$ cat src/rtl/npu_network_defines.sv
// ============================================================================
// Module      : npu_network_defines (package)
// Description : Shared network-interface flit and addressing types.
// Revision    : 1.0 - initial release
// ============================================================================
`default_nettype none

`ifndef PAYLOAD_W
`define PAYLOAD_W 64
`endif
`ifndef VC_ID_W
`define VC_ID_W 2
`endif

package npu_network_defines;

  typedef enum logic [1:0] {
    HEADER = 2'd0,
    BODY   = 2'd1,
    TAIL   = 2'd2,
    HT     = 2'd3
  } flit_type_t;

  typedef enum logic [0:0] {
    TO_CC = 1'b0,
    TO_DC = 1'b1
  } tile_destination_t;

  typedef logic [5:0] tile_address_t;

  typedef logic [`PAYLOAD_W-1:0] flit_body_t;

  typedef struct packed {
    flit_type_t            flit_type;
    logic [`VC_ID_W-1:0]   vc;
    tile_address_t         destination;
    tile_destination_t     core_destination;
  } flit_header_t;

  typedef struct packed {
    flit_header_t header;
    flit_body_t   payload;
  } flit_t;

endpackage

`default_nettype wire

$ cat src/rtl/packet_flit_slicer.sv
// ============================================================================
// Module      : packet_flit_slicer
// Description : Combinational chunk select and flit typing for the segmenter.
// Revision    : 1.0 - initial release
// ============================================================================
`default_nettype none

module packet_flit_slicer
  import npu_network_defines::*;
#(
  parameter int PACKET_BODY_SIZE = 256,
  parameter int FLIT_NUMB        = (PACKET_BODY_SIZE + `PAYLOAD_W - 1) / `PAYLOAD_W,
  parameter int CNT_W            = $clog2(FLIT_NUMB + 1)
) (
  input  logic [PACKET_BODY_SIZE-1:0] body,
  input  logic [CNT_W-1:0]            count,
  output flit_body_t                  payload,
  output flit_type_t                  flit_type
);

  localparam int              c_padded_w = FLIT_NUMB * `PAYLOAD_W;
  localparam int              c_pad_w    = c_padded_w - PACKET_BODY_SIZE;
  localparam logic [CNT_W-1:0] c_last    = CNT_W'(FLIT_NUMB - 1);

  logic [c_padded_w-1:0] w_padded;

  // Zero-extend so the last chunk's unused upper bits read as zero.
  if (c_pad_w > 0) begin : g_pad
    assign w_padded = {{c_pad_w{1'b0}}, body};
  end else begin : g_no_pad
    assign w_padded = body;
  end

  always_comb begin
    payload = '0;
    for (int i = 0; i < FLIT_NUMB; i++) begin
      if (count == CNT_W'(i)) begin
        payload = w_padded[i*`PAYLOAD_W +: `PAYLOAD_W];
      end
    end
  end

  always_comb begin
    if (FLIT_NUMB == 1) begin
      flit_type = HT;
    end else if (count == '0) begin
      flit_type = HEADER;
    end else if (count == c_last) begin
      flit_type = TAIL;
    end else begin
      flit_type = BODY;
    end
  end

endmodule

`default_nettype wire

$ cat src/rtl/control_unit_packet_to_flit.sv
// ============================================================================
// Module      : control_unit_packet_to_flit
// Description : Transmit segmenter: packet in, HEADER/BODY/TAIL/HT flits out.
//               NI_P2F_BACK2BACK_EN enables zero-bubble packet streaming.
// Revision    : 1.0 - initial release
// ============================================================================
`default_nettype none

module control_unit_packet_to_flit
  import npu_network_defines::*;
#(
  parameter int PACKET_BODY_SIZE = 256
) (
  input  logic                        clk,
  input  logic                        reset,
  input  logic                        enable,
  input  logic                        packet_valid,
  input  logic [PACKET_BODY_SIZE-1:0] packet_body,
  input  tile_address_t               packet_destination,
  input  tile_destination_t           packet_core_destination,
  input  logic [`VC_ID_W-1:0]         packet_vc,
  output logic                        cu_packet_ready,
  input  logic                        router_flit_ready,
  output logic                        cu_flit_valid,
  output flit_t                       cu_flit_out
);

  localparam int               c_flit_numb = (PACKET_BODY_SIZE + `PAYLOAD_W - 1) / `PAYLOAD_W;
  localparam int               c_cnt_w     = $clog2(c_flit_numb + 1);
  localparam logic [c_cnt_w-1:0] c_last    = c_cnt_w'(c_flit_numb - 1);
  localparam logic [c_cnt_w-1:0] c_one     = c_cnt_w'(1);

  typedef enum logic [0:0] {
    IDLE = 1'b0,
    SEND = 1'b1
  } state_t;

  state_t                      r_state;
  state_t                      w_state_nxt;
  logic [c_cnt_w-1:0]          r_count;
  logic [c_cnt_w-1:0]          w_count_nxt;
  logic [PACKET_BODY_SIZE-1:0] r_body;
  tile_address_t               r_destination;
  tile_destination_t           r_core_destination;
  logic [`VC_ID_W-1:0]         r_vc;
  logic                        w_load;
  logic                        w_last;
  flit_body_t                  w_payload;
  flit_type_t                  w_flit_type;

  assign w_last = (r_count == c_last);
  assign w_load = packet_valid & cu_packet_ready;

  always_ff @(posedge clk) begin
    if (reset) begin
      r_state            <= IDLE;
      r_count            <= '0;
      r_body             <= '0;
      r_destination      <= '0;
      r_core_destination <= TO_CC;
      r_vc               <= '0;
    end else begin
      r_state <= w_state_nxt;
      r_count <= w_count_nxt;
      if (w_load) begin
        r_body             <= packet_body;
        r_destination      <= packet_destination;
        r_core_destination <= packet_core_destination;
        r_vc               <= packet_vc;
      end
    end
  end

  always_comb begin
    cu_packet_ready = 1'b0;
    cu_flit_valid   = 1'b0;
    w_state_nxt     = r_state;
    w_count_nxt     = r_count;
    case (r_state)
      IDLE: begin
        cu_packet_ready = enable & ~reset;
      end
      SEND: begin
        cu_flit_valid = enable;
`ifdef NI_P2F_BACK2BACK_EN
        // Overlap the next acceptance with the final flit transfer.
        cu_packet_ready = enable & router_flit_ready & w_last & ~reset;
`endif
        if (cu_flit_valid & router_flit_ready) begin
          if (w_last) begin
            w_count_nxt = '0;
            w_state_nxt = IDLE;
          end else begin
            w_count_nxt = r_count + c_one;
          end
        end
      end
      default: begin
        w_state_nxt = IDLE;
      end
    endcase
    if (w_load) begin
      w_state_nxt = SEND;
      w_count_nxt = '0;
    end
  end

  packet_flit_slicer #(
    .PACKET_BODY_SIZE (PACKET_BODY_SIZE),
    .FLIT_NUMB        (c_flit_numb),
    .CNT_W            (c_cnt_w)
  ) u_slicer (
    .body      (r_body),
    .count     (r_count),
    .payload   (w_payload),
    .flit_type (w_flit_type)
  );

  // Flit is driven only while a packet is in flight so the idle bus reads zero.
  always_comb begin
    cu_flit_out = '0;
    if (r_state == SEND) begin
      cu_flit_out.header.flit_type        = w_flit_type;
      cu_flit_out.header.vc               = r_vc;
      cu_flit_out.header.destination      = r_destination;
      cu_flit_out.header.core_destination = r_core_destination;
      cu_flit_out.payload                 = w_payload;
    end
  end

endmodule

`default_nettype wire

$ cat config.mk
export PLATFORM = sky130hd
export DESIGN_NAME = control_unit_packet_to_flit
export DESIGN_NICKNAME = d
export VERILOG_FILES = /design/src/rtl/npu_network_defines.sv /design/src/rtl/packet_flit_slicer.sv /design/src/rtl/control_unit_packet_to_flit.sv
export SDC_FILE = /design/constraint.sdc
export NUM_CORES = 1
export LEC_CHECK = 0
export ABC_AREA = 1
export CORE_MARGIN = 3
export CORE_UTILIZATION = 50
export CTS_CLUSTER_DIAMETER = 50
export DETAILED_ROUTE_END_ITERATION = 7
export PLACE_DENSITY = 0.84
export SLEW_MARGIN = 10
export SYNTH_ARGS = -nofsm -noshare
export SYNTH_HDL_FRONTEND = slang
export SYNTH_SLANG_ARGS = --single-unit
export TNS_END_PERCENT = 1
$ cat constraint.sdc
create_clock -name clk -period 1.7 [get_ports clk]
set_input_delay 0.17 -clock clk [delete_from_list [all_inputs] [get_ports clk]]
set_output_delay 0.17 -clock clk [all_outputs]
set_load 0.02 [all_outputs]
---- Word-level counts from Yosys, hierarchy flattened ----
Index checks and enable logic that the tools add are counted.
word-level totals
  register bits after elaboration ......... 269
  output and inout port bits .............. 77
  logic and storage cells ................. 31
operators by class
  $add $sub $neg .......................... 1
  equality and inequality tests ........... 3
  mux-type cells .......................... 14
  bitwise operators ....................... 4
  reduce and logical (&&, ||, !) cells .... 3
operators with widths
  kind                                           number
  two-way mux 64 bit                             4
  two-way mux 75 bit                             1
  == test 3 x 2 -> 1 bit, second input constant  2
  two-way mux 1 bit                              6
  two-way mux 2 bit                              2
  adder 3 x 1 -> 3 bit, second input constant    1
  bitwise AND 1 bit                              3
  == test 3 x 1 -> 1 bit, second input constant  1
  logical NOT 3 bit                              1
  two-way mux 3 bit                              1
  AND reduction 2 bit                            1
  OR reduction 2 bit                             1
  inverter 1 bit                                 1

---- Logic depth before layout (Yosys ltp) ----
  depth after elaboration ................. 6
  gate-level depth with buffers ........... 10
  mapped depth without buffers ............ 8

---- By module ----
A second synthesis with hierarchy kept.
second synthesis, totals
  cell total of the unflattened synthesis .. 2,862
  area, all modules ....................... 16,773.6 um^2
by module, submodules not included
  module                       times used  cells each  area an instance (um^2)
  control_unit_packet_to_flit  1           2,464       14,549.0
  packet_flit_slicer           1           398         2,224.6

---- Worst setup path before layout ----
No wires, ideal clock.
  path type ............................... flip-flop to output port
  start point ............................. reg r_count[1]
  end point ............................... out cu_flit_out[55] (netlist bit)
  arrival ................................. 1.422 ns
  data required time ...................... 1.530 ns
  path slack .............................. 0.108 ns
  stages on the path, launching flop included .. 11
  path buffers ............................ 2
  cell sequence ........................... dfxtp_1 -> inv_1 -> ha_1 -> clkbuf_1 -> buf_2 -> nand3_1 -> nand2_1 -> inv_1 -> nand2_1 -> nand2_1 -> nand2_1
RTL lines
  what                      RTL line                           source
  start: declaration        control_unit_packet_to_flit.sv:40  logic [c_cnt_w-1:0] r_count;
  start signal: assignment  control_unit_packet_to_flit.sv:64  r_count <= w_count_nxt;
  end: declaration          control_unit_packet_to_flit.sv:25  output flit_t cu_flit_out

==> out/results.ini <==
[yosys]
avgSynthCellArea_um2=5.79
yosys_warnings=0
seq_area_frac_synth=0.392
postSynthCellCount=2372
synth_cell_types=18
syn_area_mm2=0.0137
synth_fp_nets=2646
ys_ff_latch=269

[clock_tree]
clkSlewWorstSetupHoldPaths_ns=0.06
cts_tree=done
htree_levels=2
insertion_delay_ns=0.50
cts_sinks=269
cts-hold-fix-buffers=0
numCtsBuffers=35
max-clock-path-buffers=3
root_buffer=clkbuf_16

[routing]
routedWlPerCell_um=14.9
antenna_left=0
first_pass_iters=5
dr_total_vias=15100
routed_wl_um=45700
drc=0
drt_iter0_drc=1282
drt-vias-per-instance=4.92

[timing]
fin_crit_sh=1.28
slew_headroom=0.454
clock_skew_ns=0.00934
max_slew.worst_pin.slew_ns=0.819
worst_slack_ns=-0.479
setup_viol=66
fmax_mhz=459
tns_ns=-28.42
rsz0062_at_grt=true
drv_slew=0
period_minus_slack_ns=2.18
hold_violations=0

[status]
violations=setup timing
outcome=finished with violations

[floorplanning]
start_util=0.510
core_area_mm2=0.0270
die_h_um=172
ios=347
dieArea_mm2=0.0295
die-width_um=172
num_rows=60

[place]
place.gp.congestion=0.894
hpwl_um=29100
portBuffers=346
dp_cells=2979

[global_routing]
grt_pass1_vias=14800
grt.total_usage=0.293
grt_max_degree=163
grt_pass1_wl_um=70800
antenna_found_initial=4
overflow=0

[setup_path]
cp.arrival_ns=2.01
worstPathRequired_ns=1.53
r2r_start=r_state
critical_path_class=reg -> out
cp_max_fo=9
startpoint=r_count[0]
end_kind=output pin
critPathLaunchType=flop

[layout]
syn_to_final_growth_pct=44.6
utilization=0.737
drive_above_1_share=0.111
instances_no_fill=3065
final_common_cell=nand2_1
final_cell_mix=831 x nand2_1, 532 x nor2_1, 342 x inv_1
nets=2968

[min_path]
min-delay-start=packet_body[8]
hp-class=in -> reg

[pwr]
power.static_leakage_nw=10.7
ir_worst_vdd_mv=0.765
power_density_mw_per_mm2=854

[flow_run]
drv_cap=0

## sequential cells by signal (all words and copies together), names as in the netlist
name,count
r_state,1
r_destination,6
r_vc,2
r_body,256
r_core_destination,1
r_count,3
## report_power, final
group | switching, W | internal (W) | total (W)
logic | 0.00114 | 0.00114 | 0.00228
registers | 0.000168 | 0.00664 | 0.00681
clock network | 0.00292 | 0.00494 | 0.00786
total | 0.00423 | 0.0127 | 0.0170
## worst max-delay path: stages (launching register included)
cell and delay [ns]:
dfxtp_4 0.38, inv_6 0.08, ha_4 0.14, inv_2 0.05, nor2_4 0.17, buf_8 0.18, buf_8 0.15, a21oi_1 0.08
nand2_1 0.08, nand2_1 0.07, buf_6 0.13
## per-stage QoR
step / hold WS [ns] / setup WS (ns) / cell area [um^2] / power, W
floorplan: 0.239 / 0.108 / 13700 / 0.00800
global placement: 0.496 / -0.429 / 17800 / 0.00899
detailed placement: 0.498 / -0.550 / 17800 / 0.00906
CTS: 0.232 / -0.504 / 19400 / 0.0170
global route: 0.239 / -0.598 / 19900 / 0.0176
finish: 0.247 / -0.479 / 19900 / 0.0170
## area by class of cell
type / count / area, um^2
clock buffer: 47 / 1000
multi-input combinational: 1613 / 6670
timing repair buffer: 426 / 4790
fill: 2014 / 7100
clock inverter: 16 / 234
inverter: 349 / 1330
sequential: 269 / 5390
tap: 341 / 427
antenna: 4 / 10.0
## worst paths after layout
| path | endpoint | cells after the start | slack (ns) |
|---|---|---|---|
| min | r_body[8] | 3 | 0.25 |
| max reg2reg | r_body[26] | 7 | 0.03 |
| max | cu_flit_out[7] | 10 | -0.48 |
| min reg2reg | r_body[225] | 4 | 0.51 |
## timing repair
item | 4_1_cts | 5_1_grt
buffers inserted | 9 | 1
cloned | 5 | 5
resized for setup | 409 | 128
setup endpoints to repair | 77 | 81
pin swaps | 14 | 45
## cell families (layout without fill, tap and decap cells)
| kind of cell | Yosys count | count (layout) | synth area share |
|---|---|---|---|
| other | 0 | 4 | 0 |
| buffers and inverters | 490 | 838 | 0.146 |
| adder cells (fa/ha/maj) | 4 | 4 | 0.00364 |
| AO/OA/AOI/OAI | 69 | 69 | 0.0251 |
| flip-flops | 269 | 269 | 0.392 |
| AND/OR/NAND/NOR | 1540 | 1540 | 0.433 |
## synthesized netlist by cell type
| cell | number | share of area |
|---|---|---|
| nor2_2 | 2 | 0.00091 |
| nand2_1 | 868 | 0.24 |
| nand4_1 | 1 | 0.00046 |
| nand2_2 | 1 | 0.00046 |
| clkbuf_1 | 45 | 0.012 |
| nor2_1 | 539 | 0.15 |
| inv_1 | 347 | 0.095 |
| dfxtp_1 | 269 | 0.39 |
| buf_4 | 5 | 0.0027 |
| a21oi_1 | 65 | 0.024 |
| buf_6 | 5 | 0.0041 |
| nor3_1 | 1 | 0.00036 |
| o21ai_0 | 4 | 0.0015 |
| inv_2 | 2 | 0.00055 |
| buf_2 | 83 | 0.030 |
| ha_1 | 4 | 0.0036 |
| nand3_1 | 128 | 0.047 |
| buf_1 | 3 | 0.00082 |
## per-layer routing
layer | vias to the layer above | part of all wire | global-route usage
met2 | 676 | 0.47 | 0.490
met1 | 6728 | 0.39 | 0.349
li1 | 7533 | - | -
met5 | - | 0 | 0
met3 | 150 | 0.084 | 0.0683
met4 | 0 | 0.048 | 0.159
Power figures use the tool's default switching activity.
